==> config.mk <==
export PLATFORM = sky130hd
export DESIGN_NAME = div_seq_ctrl
export DESIGN_NICKNAME = d
export VERILOG_FILES = /design/src/rtl/div_pkg.sv /design/src/rtl/div_step.sv /design/src/rtl/div_seq_ctrl.sv
export SDC_FILE = /design/constraint.sdc
export NUM_CORES = 1
export LEC_CHECK = 0
export CAP_MARGIN = 20
export CORE_AREA = 2 2 146 148
export CTS_CLUSTER_DIAMETER = 80
export DETAILED_ROUTE_END_ITERATION = 8
export DIE_AREA = 0 0 148 150
export MAX_ROUTING_LAYER = met4
export PLACE_DENSITY = 0.81
export SLEW_MARGIN = 25
export SYNTH_ARGS = -nofsm -noshare
export SYNTH_HDL_FRONTEND = slang
export SYNTH_SLANG_ARGS = --single-unit
==> constraint.sdc <==
create_clock -name clk -period 3.8 [get_ports clk]
set_input_delay 0.38 -clock clk [delete_from_list [all_inputs] [get_ports clk]]
set_output_delay 0.38 -clock clk [all_outputs]
set_load 0.05 [all_outputs]
==> src/rtl/div_pkg.sv <==
// div_pkg: shared definitions for the iterative divide sequencer.
//   div_state_e     : sequencer states
//   DIV_OP_UNSIGNED : div_op bit selecting unsigned operation
//   DIV_OP_REM      : div_op bit selecting remainder (mod) instead of quotient
//   DIV_WIDTH       : default operand/result width
package div_pkg;

  typedef enum logic [2:0] {
    S_IDLE = 3'd0,
    S_PREP = 3'd1,
    S_CALC = 3'd2,
    S_FIX  = 3'd3,
    S_DONE = 3'd4
  } div_state_e;

  localparam int DIV_OP_UNSIGNED = 0;
  localparam int DIV_OP_REM      = 1;
  localparam int DIV_WIDTH       = 32;

endpackage

==> src/rtl/div_step.sv <==
// div_step: one radix-2 restoring division iteration (combinational).
//   rem_i / quo_i : partial remainder and shifting quotient/dividend register
//   div_i         : divisor magnitude
//   rem_o / quo_o : values after shifting {rem, quo} left by one and a
//                   conditional subtract that sets the new quotient LSB
module div_step #(
  parameter int WIDTH = 32
) (
  input  logic [WIDTH-1:0] rem_i,
  input  logic [WIDTH-1:0] quo_i,
  input  logic [WIDTH-1:0] div_i,
  output logic [WIDTH-1:0] rem_o,
  output logic [WIDTH-1:0] quo_o
);

  // The shifted remainder needs one extra bit before the compare.
  logic [WIDTH:0]   rem_sh;
  logic [WIDTH-1:0] diff;
  logic             ge;

  always_comb begin
    rem_sh = {rem_i, quo_i[WIDTH-1]};
    ge     = (rem_sh >= {1'b0, div_i});
    // When ge holds the true difference fits in WIDTH bits, so modulo
    // arithmetic on the low bits is exact.
    diff   = rem_sh[WIDTH-1:0] - div_i;
    rem_o  = ge ? diff : rem_sh[WIDTH-1:0];
    quo_o  = {quo_i[WIDTH-2:0], ge};
  end

endmodule

==> src/rtl/div_seq_ctrl.sv <==
// div_seq_ctrl: iterative divide sequencer for div.w/div.wu/mod.w/mod.wu.
//   clk, resetn          : clock, async active-low reset
//   flush                : abort any operation (priority over ack/req)
//   div_req, div_op      : request and op (bit0 unsigned, bit1 remainder)
//   div_src1, div_src2   : dividend, divisor (sampled only when leaving IDLE)
//   div_ack              : consumer accepts result, honoured only in DONE
//   div_busy             : state is not IDLE
//   div_done, div_result : registered result-valid and held result
// Flow: IDLE -> PREP -> CALC (WIDTH steps on magnitudes) -> FIX (sign fix
// and select) -> DONE (hold until ack).
module div_seq_ctrl
  import div_pkg::*;
#(
  parameter int WIDTH = DIV_WIDTH
) (
  input  logic             clk,
  input  logic             resetn,
  input  logic             flush,
  input  logic             div_req,
  input  logic [1:0]       div_op,
  input  logic [WIDTH-1:0] div_src1,
  input  logic [WIDTH-1:0] div_src2,
  input  logic             div_ack,
  output logic             div_busy,
  output logic             div_done,
  output logic [WIDTH-1:0] div_result
);

  localparam int CW = $clog2(WIDTH) + 1;

  div_state_e       state_q, state_d;
  logic [CW-1:0]    cnt_q, cnt_d;
  logic             rem_sel_q, rem_sel_d;
  logic             s1_neg_q, s1_neg_d;
  logic             s2_neg_q, s2_neg_d;
  logic [WIDTH-1:0] divisor_q, divisor_d;
  logic [WIDTH-1:0] rem_q, rem_d;
  logic [WIDTH-1:0] quo_q, quo_d;
  logic [WIDTH-1:0] result_q, result_d;
  logic             done_q, done_d;

  logic [WIDTH-1:0] step_rem, step_quo;
  logic [WIDTH-1:0] quo_fix, rem_fix;
  logic             is_signed;

  div_step #(.WIDTH(WIDTH)) u_step (
    .rem_i (rem_q),
    .quo_i (quo_q),
    .div_i (divisor_q),
    .rem_o (step_rem),
    .quo_o (step_quo)
  );

  always_comb begin
    state_d   = state_q;
    cnt_d     = cnt_q;
    rem_sel_d = rem_sel_q;
    s1_neg_d  = s1_neg_q;
    s2_neg_d  = s2_neg_q;
    divisor_d = divisor_q;
    rem_d     = rem_q;
    quo_d     = quo_q;
    result_d  = result_q;
    done_d    = done_q;

    is_signed = ~div_op[DIV_OP_UNSIGNED];
    // Signs were forced to 0 for unsigned ops, so no fix happens there.
    quo_fix   = (s1_neg_q ^ s2_neg_q) ? -quo_q : quo_q;
    rem_fix   = s1_neg_q ? -rem_q : rem_q;

    unique case (state_q)
      S_IDLE: begin
        if (div_req) begin
          state_d   = S_PREP;
          rem_sel_d = div_op[DIV_OP_REM];
          s1_neg_d  = is_signed & div_src1[WIDTH-1];
          s2_neg_d  = is_signed & div_src2[WIDTH-1];
          // The quotient register starts out holding the dividend magnitude;
          // its bits shift into rem as quotient bits shift in from the LSB.
          quo_d     = (is_signed & div_src1[WIDTH-1]) ? -div_src1 : div_src1;
          divisor_d = (is_signed & div_src2[WIDTH-1]) ? -div_src2 : div_src2;
        end
      end
      S_PREP: begin
        state_d = S_CALC;
        rem_d   = '0;
        cnt_d   = '0;
      end
      S_CALC: begin
        rem_d = step_rem;
        quo_d = step_quo;
        cnt_d = cnt_q + 1'b1;
        if (cnt_q == CW'(WIDTH - 1)) state_d = S_FIX;
      end
      S_FIX: begin
        state_d  = S_DONE;
        result_d = rem_sel_q ? rem_fix : quo_fix;
        done_d   = 1'b1;
      end
      S_DONE: begin
        if (div_ack) begin
          state_d = S_IDLE;
          done_d  = 1'b0;
        end
      end
      default: begin
        state_d = S_IDLE;
        done_d  = 1'b0;
      end
    endcase

    if (flush) begin
      state_d = S_IDLE;
      done_d  = 1'b0;
    end
  end

  always_ff @(posedge clk or negedge resetn) begin
    if (!resetn) begin
      state_q   <= S_IDLE;
      cnt_q     <= '0;
      rem_sel_q <= 1'b0;
      s1_neg_q  <= 1'b0;
      s2_neg_q  <= 1'b0;
      divisor_q <= '0;
      rem_q     <= '0;
      quo_q     <= '0;
      result_q  <= '0;
      done_q    <= 1'b0;
    end else begin
      state_q   <= state_d;
      cnt_q     <= cnt_d;
      rem_sel_q <= rem_sel_d;
      s1_neg_q  <= s1_neg_d;
      s2_neg_q  <= s2_neg_d;
      divisor_q <= divisor_d;
      rem_q     <= rem_d;
      quo_q     <= quo_d;
      result_q  <= result_d;
      done_q    <= done_d;
    end
  end

  assign div_busy   = (state_q != S_IDLE);
  assign div_done   = done_q;
  assign div_result = result_q;

endmodule

-- After elaboration in Yosys (flattened, before gate mapping)
Cells that the tools add are included.
- register bits after elaboration: 141
- input bits: 71
- output and inout port bits: 34
- add/sub/neg operators: 6
- reduce and logical (&&, ||, !) cells: 9
- bitwise operators: 4
- eq/ne operators: 10
- order comparisons: 1
- muxes and demuxes: 18
- operator list (operator ; count):
    32-bit two-way mux ; 7
    32-bit negator ; 4
    32-bit case mux with 2 select lines ; 2
    33-bit by 32-bit >= comparator with 1-bit output ; 1
    32-bit subtractor ; 1
    3-bit case mux with 5 select lines ; 1
    3-bit two-way mux ; 4
    6-bit case mux with 2 select lines ; 1
    3-bit inequality test (second input constant) ; 3
    6-bit by 1-bit adder with 6-bit output (second input constant) ; 1
    3-bit by 2-bit == test with 1-bit output (second input constant) ; 2
    6-bit by 5-bit == test with 1-bit output (second input constant) ; 1
    2-bit AND reduction ; 3
    2-bit nonzero test ; 2
    3-bit by 1-bit == test with 1-bit output (second input constant) ; 1
    3-bit == test (second input constant) ; 1
    3-bit zero test ; 1
    1-bit case mux with 3 select lines ; 1
    3-bit AND reduction ; 1
    3-bit nonzero test ; 1
    3-bit OR reduction ; 1
    1-bit bitwise AND ; 2
    1-bit two-way mux ; 2
    2-bit by 1-bit inequality test with 1-bit output (second input constant) ; 1
    other kinds (3) ; 3

-- Longest topological paths before layout
- depth in word-level cells: 5
- mapped depth: 14
- depth with buffers taken out: 13

-- By module
Synthesis repeated with hierarchy kept, for this count alone.
- cells, all modules: 1277
- area total of the unflattened synthesis: 10790.3 µm²
- by module, submodules not included (module ; times used ; seq. area each (µm²) ; area each (µm²) ; cells each):
    div_seq_ctrl ; 1 ; 3528.4 ; 8219.1 ; 922
    div_step ; 1 ; 0.0 ; 2571.2 ; 355

-- Worst setup path before layout
OpenSTA, ideal clock, no wires.
- kind: register -> register
- start point: register rem_q[6]
- end point: register rem_q[2]
- library setup time: 134 ps
- stages on the path, launching flop included: 13
- arrival: 2912 ps
- clock period less this slack: 3046 ps
- path slack: 754 ps
- required time: 3666 ps
- cells stage by stage: dfrtp_1 -> ha_1 -> and3_1 -> nand3_1 -> o21bai_1 -> a21o_1 -> o31a_1 -> nor4b_1 -> o32a_1 -> clkbuf_1 -> buf_2 -> mux2i_1 -> o21ai_0
- cells in the longest elaborated chain, start to end: 3
- RTL lines (element ; line ; source):
    start: declaration ; div_seq_ctrl.sv:37 ; logic [WIDTH-1:0] rem_q, rem_d;
    start signal: assignment ; div_seq_ctrl.sv:137 ; rem_q <= rem_d;
    33-bit by 32-bit >= comparator with 1-bit output ; div_step.sv:23 ; ge = (rem_sh >= {1'b0, div_i});
    32-bit two-way mux ; div_step.sv:27 ; rem_o = ge ? diff : rem_sh[WIDTH-1:0];
    32-bit case mux with 2 select lines ; div_seq_ctrl.sv:71 ; unique case (state_q)
No other way between the ends.
A chain may end at the register's enable or synchronous reset.

-- Worst setup path in the final report
- start point: register rem_q[6]
- end point: register rem_q[22]
- cells in the longest elaborated chain, start to end: 3
- elaborated cells between the ends (all ways): 4
- those cells by class: 1 x add/sub; 1 x order compare; 2 x mux
- RTL lines (element ; line):
    32-bit subtractor / 33-bit by 32-bit >= comparator with 1-bit output (equally long branches) ; div_step.sv:26, div_step.sv:23
    32-bit two-way mux (*) ; div_step.sv:27
    32-bit case mux with 2 select lines (*) ; div_seq_ctrl.sv:71
Mark *: on every way between the ends. The rest lies on a longest branch, timed or not.

==> impl_metrics.toml <==
[hold_path]
holdCritPathClass = "input pin to async pin"

[timing]
grt_setup_unrepaired = "false"
finalSetupViolCount = 0
finalSetupTns_ns = 0
holdWs_ns = -0.0307
slew_headroom = 0.280
skew_ns = 0.0111
layout_setup_ws_ns = 0.357
finalHoldViolCount = 10
slew_violations = 0
period_needed_ns = 3.44
fmax_mhz = 290
period_share = 0.906
worstMarginPinSlew_ns = 1.07

[clock_network]
htreeDepth = 4
clock-root-buffer = "clkbuf_16"
worstSkewPairLatency_ns = 0.44
clk_pin_slew_ns = 0.07
postCtsSetupRepairBufs = 0
post_cts_resize_count = 0
clock_path_buffers = 2
cts_tree = "yes"
cts_hold_buf = 0
clock-sinks = 141
numCtsBuffers = 17

[synth]
ys.warnings.count = 0
syn_inst = 1247
netlist_area_um2 = 10200
ys.flop_type = "dfrtp_1"
synth_common_cells = "191 x o21ai_0, 185 x nand2_1, 141 x dfrtp_1"
yosys-top-cells-area = "dfrtp_1 35%, o21ai_0 9.4%, nand2_1 6.8%"
avgSynthCellArea_um2 = 8.14
yosysTopAreaCell = "dfrtp_1"
synth-edff-count = 0
synth.top_cell.area_share = 0.348
synth-seq-cells = 141
async_flop_share = 1.00
ys_seq_area_frac = 0.348
post-synth-top-count-cell = "o21ai_0"
synth.net_count = 1356
ys_types = 61

[die]
die_height_um = 150
start_util = 0.491
design.core.area_um2 = 20700
dieWidth_um = 148
rows = 53
die_area_um2 = 22200
design.portCount = 105

[finish]
multi_input_area_um2 = 6160
diodes = 0
fin_nets = 1424
fin_util = 0.580
fillers = 1880
drive_gt1_frac = 0.0512
layout.area.seq_um2 = 3530
final_area_um2 = 12000
syn_to_final_growth_pct = 18.2

[placement]
gp_congestion = 0.952
dp_hpwl_mm = 19.3
place_ws_ns = 0.212
port_buffers = 104
place_area_um2 = 11400

[critical_path]
critPathLaunchType = "register"
arrival_ns = 3.78
reg2reg_slack_ns = 0.36
critPathKind = "register to register"
cp.required_ns = 4.14
cp-end-kind = "register"
crit_fanout = 33

[power]
irDropWorstVdd_uv = 524
p_per_area_nw_per_um2 = 541
power_leakage_uw = 0.00512

[global_route]
grt_max_degree = 84
grt_pass1_vias = 8792
grt_overflow = 0
antenna_found_initial = 0
grt_use_total = 0.245
grt_pass1_wl_mm = 42.9

[detailed_routing]
drt_iter0_drc = 724
ant_nets = 0
wl_per_cell_um = 16.4
dr.pass1.iters = 5
routed-via-count = 9329
finalWirelength_mm = 26.3
post-route-drc-count = 0
viasPerCell = 5.82

[flow_run]
cap_violations = 0

[run_status]
violations = "hold timing"
status = "finished, violations left"
==> final cells by class <==
class / count / share of cell area
clock buffers: 17 / 0.0354
clock inverters: 15 / 0.0127
inverters: 56 / 0.0175
multi-input cells: 980 / 0.513
flip-flops and latches: 141 / 0.294
well taps: 275 / 0.0287
repair buffers: 119 / 0.0983
==> per-layer routing <==
layer,global-route usage,share of wire,vias to the layer above
li1,-,-,4562
met1,0.304,0.43,4434
met2,0.409,0.49,276
met3,0.0439,0.046,57
met4,0.0795,0.029,0
met5,-,0,-
==> critical path, cell delays in order, from the launching register on <==
cell and delay [ns]:
dfrtp_1 0.47, ha_1 0.40, and3_1 0.22, nand3_1 0.13
o21bai_1 0.22, a21o_1 0.22, o31a_1 0.33, nor4b_1 0.30
o32a_1 0.23, buf_12 0.23, nand2_1 0.29, o221ai_1 0.30
==> flip-flops by register name, indices dropped and copies added, names as in the netlist <==
name,cells
cnt_q,6
div_done,1
div_result,32
divisor_q,32
quo_q,32
rem_q,32
rem_sel_q,1
s1_neg_q,1
s2_neg_q,1
state_q,3
==> power by group <==
| group | switching (uW) | leakage [uW] | internal, uW |
|---|---|---|---|
| Sequential | 344 | 0.00182 | 1840 |
| Clock | 739 | 0.000277 | 924 |
| Combinational | 1650 | 0.00302 | 992 |
| Total | 2730 | 0.00512 | 3760 |
==> worst paths after layout <==
check	startpoint	end	cells past startpoint
worst max-delay path	rem_q[6]	rem_q[22]	11
worst min-delay path	resetn	divisor_q[30]	1
worst max register to register	rem_q[6]	rem_q[22]	11
worst min register to register	div_result[6]	div_result[6]	2
max in group asynchronous	resetn	div_result[3]	2
min in group clk	div_op[1]	rem_sel_q	3
==> stage by stage <==
| stage | total power (uW) | cells |
|---|---|---|
| floorplan | 3960 | 1247 |
| global placement | 4760 | 1571 |
| detailed placement | 4820 | 1571 |
| CTS | 6490 | 1603 |
| global route | 6860 | 1603 |
| finish | 6490 | 1603 |
==> layout by cell type, fill, tap and decap left out, types with 4 or more instances in the layout <==
cell             Yosys  layout
a21o_1              15      15
a21oi_1             72      72
a22oi_1             28      28
a31oi_1              9       9
and3_1               9       9
buf_4                0      13
clkbuf_16            0      17
clkdlybuf4s50_1      0     103
dfrtp_1            141     140
ha_1                37      37
inv_1               56      56
inv_6                0       5
mux2i_1             24      24
nand2_1            185     184
nand2b_1             9       9
nand3_1             20      19
nand4_1              8       8
nor2_1              53      53
nor2b_1              8       8
nor3_1              24      23
nor4_1              11      11
o211ai_1             7       7
o21a_1               5       5
o21ai_0            191     191
o21bai_1             4       4
o221ai_1            11      11
o31ai_1             25      25
o41ai_1             13      13
or3_1               12      12
or4_1                7       7
xnor2_1             68      68
xor2_1              79      79
==> cell families after synthesis <==
group                    Yosys count  synth area share
AO/OA/AOI/OAI                    402             0.238
XOR/XNOR                         147             0.127
adder cells (fa/ha/maj)           38            0.0476
buffers and inverters            126            0.0468
flip-flops                       141             0.348
multiplexers                      25            0.0248
AND/OR/NAND/NOR                  368             0.168
No activity file was read; power rests on OpenSTA's default activity.
